--- src/rtl/axis_fanout_buf.sv ---
// AXI-Stream broadcast stage: each input word is buffered once and copied to FANOUT outputs.
// Copies retire independently (eager fork); the buffer refills as soon as every pending copy drains.
module axis_fanout_buf #(
    parameter int unsigned DATA_W = 32,
    parameter int unsigned N_IN   = 2,
    parameter int unsigned FANOUT = 2
) (
    input  logic                            ap_clk,
    input  logic                            ap_rst,
    input  logic [N_IN*FANOUT-1:0]          out_en,
    input  logic [N_IN*DATA_W-1:0]          Input_V_TDATA,
    input  logic [N_IN-1:0]                 Input_V_TVALID,
    output logic [N_IN-1:0]                 Input_V_TREADY,
    output logic [N_IN*FANOUT*DATA_W-1:0]   Output_V_TDATA,
    output logic [N_IN*FANOUT-1:0]          Output_V_TVALID,
    input  logic [N_IN*FANOUT-1:0]          Output_V_TREADY,
    output logic                            ap_idle
);

    for (genvar i = 0; i < N_IN; i++) begin : g_in
        logic [DATA_W-1:0] r_data;
        logic [FANOUT-1:0] r_pend;
        logic [FANOUT-1:0] w_done;
        logic              w_drain;
        logic              w_accept;

        assign w_done   = r_pend & Output_V_TREADY[i*FANOUT +: FANOUT];
        // Ready as soon as the last outstanding copy retires this cycle, for full throughput.
        assign w_drain  = ((r_pend & ~w_done) == '0);
        assign Input_V_TREADY[i] = ~ap_rst & w_drain;
        assign w_accept = Input_V_TVALID[i] & Input_V_TREADY[i];

        always_ff @(posedge ap_clk) begin
            if (ap_rst) begin
                r_data <= '0;
                r_pend <= '0;
            end else if (w_accept) begin
                r_data <= Input_V_TDATA[i*DATA_W +: DATA_W];
                r_pend <= out_en[i*FANOUT +: FANOUT];
            end else begin
                r_pend <= r_pend & ~w_done;
            end
        end

        assign Output_V_TVALID[i*FANOUT +: FANOUT] = r_pend;
        for (genvar k = 0; k < FANOUT; k++) begin : g_copy
            assign Output_V_TDATA[(i*FANOUT+k)*DATA_W +: DATA_W] = r_data;
        end
    end

    assign ap_idle = ~|Output_V_TVALID;

endmodule

--- config.mk ---
export PLATFORM = sky130hd
export DESIGN_NAME = axis_fanout_buf
export DESIGN_NICKNAME = d
export VERILOG_FILES = /design/src/rtl/axis_fanout_buf.sv
export SDC_FILE = /design/constraint.sdc
export NUM_CORES = 1
export LEC_CHECK = 0
export BUFFER_PORTS_ARGS = -buffer_cell sky130_fd_sc_hd__buf_2
export CAP_MARGIN = 20
export CORE_MARGIN = 2
export CORE_UTILIZATION = 30
export CTS_CLUSTER_SIZE = 28
export DETAILED_ROUTE_END_ITERATION = 6
export MAX_ROUTING_LAYER = met4
export PLACE_DENSITY = 0.56
export SETUP_SLACK_MARGIN = 0.05
export SLEW_MARGIN = 20
export SYNTH_ARGS = -nofsm -noshare
export SYNTH_HDL_FRONTEND = slang
export SYNTH_SLANG_ARGS = --single-unit
export TNS_END_PERCENT = 100
--- constraint.sdc ---
create_clock -name ap_clk -period 1.8 [get_ports ap_clk]
set_input_delay 0.09 -clock ap_clk [delete_from_list [all_inputs] [get_ports ap_clk]]
set_output_delay 0.09 -clock ap_clk [all_outputs]
set_load 0.02 [all_outputs]
After elaboration in Yosys (flattened, before gate mapping):

Index checks and enable logic that the tools add are counted.

* bits in registers: 68
* output and inout bits: 135
* bits of input ports: 76
* word-level logic and storage cells: 21

* bitwise logic cells: 11
* multiplexer cells: 2
* reduce and logical (&&, ||, !) cells: 4

Operators by type and width (number)
* $and A2 B2 Y2: 4
* $and A1 B1 Y1: 4
* $logic_not A2 Y1: 2
* $mux W2: 2
* $not A2 Y2: 2
* $reduce_or A4 Y1: 1
* $logic_not A1 Y1: 1
* $not A1 Y1: 1

Logic depth before layout (Yosys ltp):

* word-level depth: 7
* gate-level depth with buffers: 6
* depth with buffers taken out: 3

Worst setup path after synthesis:

Ideal clock, no wire load.

* path type: reg-to-output
* from: reg g_in[1].r_pend[1]
* to: out Input_V_TREADY[1]
* stages on the path, launching flop included: 4
* buffers on the path: 1
* path slack: 0.535 ns
* arrival: 1.175 ns
* required time: 1.710 ns
* path through: dfxtp_1 > nor2b_4 > buf_6 > nor3_1

* word-level cells in the longest chain between the ends: 5

Ends and longest elaborated chain
* start, declared: RTL line 22 `logic [FANOUT-1:0] r_pend;`
* start signal, assigned: RTL line 39 `r_pend <= out_en[i*FANOUT +: FANOUT];`
* start signal, assigned: RTL line 41 `r_pend <= r_pend & ~w_done;`
* $and A2 B2 Y2: RTL line 27 `assign w_done = r_pend & Output_V_TREADY[i*FANOUT +: FANOUT];`
* $not A2 Y2: RTL line 29 `assign w_drain = ((r_pend & ~w_done) == '0);`
* $and A2 B2 Y2 *: RTL line 29
* $logic_not A2 Y1 *: RTL line 29
* $and A1 B1 Y1 *: RTL line 30 `assign Input_V_TREADY[i] = ~ap_rst & w_drain;`
* end, declared: RTL line 13 `output logic [N_IN-1:0] Input_V_TREADY,`

Every way passes the cells marked *; elsewhere a longest branch is shown, timed or not.

Worst setup path in the final report:

* from: reg g_in[1].r_pend[0]
* to: out Input_V_TREADY[1]

Same word-level chain as after synthesis.

==> flow_results.org <==
** STA
- At the pin with the least slew margin, the transition time is 1.00 ns.
- The number of endpoints with negative hold slack in the final report was 0.
- Derived from the worst setup path, the maximum achievable clock frequency is 0.641 GHz.
- The final critical path takes up 86.6% of the cycle.
- Setup violations remaining at the end of the flow were counted as 0.
- Slew Viols, Final :: 0
- Unrepaired setup endpoints after global routing :: false
- Setup slack on the critical path of the routed design comes to 0.241 ns.
- Measured against its own limit, the worst slew margin works out to 33.0%.
- Min Tclk post-route :: 1.56 ns
- Setup total negative slack :: 0 ns
- Across the routed clock network, the largest skew measured is 0.00661 ns.

** Power and ir drop
- Power Density :: 924 nW/um^2
- VDD sags by at most 0.350 mV.
- For this design the static power due to leakage is 2.66 nW.

** Status
- Outcome :: finished clean

** Cells and area
- Excluding fillers, the count of instances in the completed layout stands at 718.
- Cells with a size suffix above 1 make up 43.1% of the layout.
- Nets :: 646
- Antenna cells :: 0
- The area growth from synthesis to layout is 38.2%.

** Clock network
- Setup Buffers After CTS :: 0
- Cell at the root of the clock tree :: sky130_fd_sc_hd__clkbuf_16
- The later pin in the worst-skew pair is clocked with a latency of 0.33 ns.
- TritonCTS built the clock tree.
- Post-cts gate resize count :: 0
- Clock tree synthesis found a total of 68 sinks.
- Clock-pin slew was measured on the worst setup and hold paths at 0.05 ns.
- CTS buffer count :: 9
- H-Tree Depth :: 3
- Maximum count of clock buffers along a single path :: 2
- In this run, post-CTS hold repair placed 50 buffers.

** Yosys
- Share of Yosys cell area claimed by the top area cell type :: 37.9%
- Simple-Gate Fraction of Synth Area :: 21.7%
- Count of state elements after synthesis :: 68
- Proportion of synthesized chip area in sequential cells :: 37.9%
- Largest cells by area after synthesis :: sky130_fd_sc_hd__dfxtp_1 (38%), sky130_fd_sc_hd__buf_4 (16%), sky130_fd_sc_hd__o311ai_1 (14%)
- Mean cell area of the mapped netlist :: 9.06 sq um
- Dominant combinational cell family by area after synthesis :: buffers and inverters
- Mux share of post-synthesis cell area :: 0%
- Post-synth top flop :: sky130_fd_sc_hd__dfxtp_1
- FFs w/ async S/R, synth :: 0%
- After Yosys synthesis, XOR and XNOR cells account for 0% of the synthesized area.
- Nets in the synthesized netlist :: 473
- Most frequently used cell type in the post-synthesis netlist :: sky130_fd_sc_hd__buf_4
- In this run, distinct cell masters in the synthesized netlist total 17.
- Number of instances in the synthesized netlist :: 397
- Number of enable-type register cells in the synthesized netlist :: 0
- Largest area contributor in the netlist :: sky130_fd_sc_hd__dfxtp_1
- During synthesis, Yosys emitted a total of 0 warnings.
- Counting instances in the post-synthesis netlist gives the leading cell types as sky130_fd_sc_hd__buf_4 (76), sky130_fd_sc_hd__dfxtp_1 (68), sky130_fd_sc_hd__nand2_1 (64), sky130_fd_sc_hd__nand4_1 (64), sky130_fd_sc_hd__o311ai_1 (59).
- Compound-Gate Fraction of Synth Area :: 16.3%
- The cell area that synthesis handed to floorplanning was 3600 sq um.
- Summing the areas of all fa, ha and maj instances in the mapped netlist gives 0% of the synthesized area.

** Floorplan
- The die covers 12900 sq um.
- After floorplanning, the core was divided into 39 placement rows.
- The core region is 11600 sq um.
- Initial cell density of the core :: 31.1%
- Die height :: 113 microns
- I/O pin total :: 211
- Horizontal die dimension :: 113 microns

** Worst setup path
- Critical path buffers and inverters :: 2
- Crit Path Category :: flop to output pin
- Broken down by cell family, the worst path's largest delay share belongs to buffers and inverters.
- Endpoint arrival time on the critical path :: 1.47 ns
- The worst setup path is launched from a flop.
- The worst setup path is captured at an output pin.
- Stage delay of the slowest cell on the critical path :: 0.39 ns
- Critical path cell sequence :: nor2b_4, buf_4, nor3_1, buf_2
- In this run the worst path has a maximum fanout of 34.
- Data required, critical path :: 1.71 ns
- On the critical path, the stage with the largest delay is an instance of sky130_fd_sc_hd__dfxtp_1.

** Global routing
- Via count of the first global-routing pass :: 3454
- For this run the aggregate overflow at the end of global routing stands at 0.
- Wire length of the first global-routing pass :: 17.5 mm
- The number of antenna violations at the first check in global routing was 0.
- Largest net degree at the start of global routing :: 65
- In the global route stage, overall resource usage came out at 17.5%.

** Route
- Total wirelength of the detailed-routed design :: 11.6 mm
- In the final routed layout, each cell accounts on average for 16.1 microns.
- Vias :: 3706
- Detail-routed via count per cell :: 5.16
- For this block, the initial DRC count from the detailed router was 346.
- DRC violations left :: 0
- Routed Antenna Nets :: 0
- Number of optimization iterations in the first detailed-route pass :: 4

** Min path
- Tightest Hold Check Type :: primary input to flop

** Flow run
- Max-cap violations in this run came to 0.

** Placement
- The congestion estimate from routability-driven global placement came to 0.743.
- Before CTS, the worst setup slack after placement is 0.409 ns.
- Counting tap cells, the placed design contains a total of 652 instances.
- Number of buffers added on ports :: 210
- Detailed placement ended at an HPWL of 7.66 mm.
## layer usage
layer | GRT usage (%) | routed length [microns]
met1 | 20.5 | 4910
met2 | 29.6 | 5760
met3 | 3.56 | 666
met4 | 6.50 | 233
met5 | - | 0
## final cells by class
class / instances / area [sq um]
clock buffers: 10 / 239
clock inverters: 6 / 111
fillers: 1155 / 6590
inverters: 3 / 13.8
multi-input cells: 213 / 1370
flip-flops and latches: 68 / 1360
well taps: 143 / 179
repair buffers: 275 / 1700
## layout by cell type (no fill, tap or decap)
master,instances
sky130_fd_sc_hd__nand2_1,64
sky130_fd_sc_hd__nor4_1,1
sky130_fd_sc_hd__clkbuf_16,9
sky130_fd_sc_hd__o311ai_1,59
sky130_fd_sc_hd__o311ai_0,5
sky130_fd_sc_hd__nor2_1,4
sky130_fd_sc_hd__inv_1,2
sky130_fd_sc_hd__nor2b_4,6
sky130_fd_sc_hd__nand2b_1,4
sky130_fd_sc_hd__bufinv_16,3
sky130_fd_sc_hd__buf_2,210
sky130_fd_sc_hd__inv_4,1
sky130_fd_sc_hd__nor3_1,2
sky130_fd_sc_hd__buf_4,12
sky130_fd_sc_hd__clkinv_2,1
sky130_fd_sc_hd__buf_12,3
sky130_fd_sc_hd__clkbuf_8,1
sky130_fd_sc_hd__nand4_1,64
sky130_fd_sc_hd__dlygate4sd3_1,50
sky130_fd_sc_hd__clkinv_4,1
sky130_fd_sc_hd__a31oi_1,4
sky130_fd_sc_hd__dfxtp_1,68
sky130_fd_sc_hd__clkinvlp_4,1
## worst min-delay path, cell delays in order
cell and delay, ns:
sky130_fd_sc_hd__buf_2 0.08, sky130_fd_sc_hd__nand4_1 0.07, sky130_fd_sc_hd__nand2_1 0.06
## logic make-up (layout without fill, tap and decap cells)
family	Yosys count	count (layout)
AND/OR/NAND/NOR	145	145
buffers and inverters	116	294
AO/OA/AOI/OAI	68	68
flip-flops	68	68
## metrics by stage
step	hold WS [ns]	cell area, sq um	total power [mW]	utilization (%)
6_report	0.0124	4970	4.60	43.0
2_1_floorplan	0.227	3600	2.30	-
3_3_place_gp	0.312	4120	2.48	35.6
3_5_place_dp	0.321	4120	2.48	35.6
4_1_cts	0.000733	4970	4.64	43.0
5_1_grt	0.0116	4970	4.80	43.0
## path summary, 6_finish.rpt
kind / startpoint / endpoint / slack [ns] / cells past startpoint
hold / removal: Input_V_TDATA[39] / g_in[1].r_data[7] / 0.01 / 3
setup reg to reg: g_in[1].r_pend[0] / g_in[1].r_data[31] / 0.48 / 4
hold reg to reg: g_in[1].r_data[11] / g_in[1].r_data[11] / 0.47 / 2
setup / recovery: g_in[1].r_pend[0] / Input_V_TREADY[1] / 0.24 / 4
## state kept, by name, summed over array words and instances, names as in the netlist
register,cells
g_in.r_pend,4
g_in.r_data,64
## where the power goes
group	switching [mW]	leakage, nW	internal [mW]	total (mW)
combinational	0.519	1.93	0.339	0.858
sequential	0.0739	0.560	1.60	1.68
clock	0.670	0.169	1.39	2.06
total	1.26	2.66	3.33	4.60
Note: power is estimated with default switching activity, not from simulation.
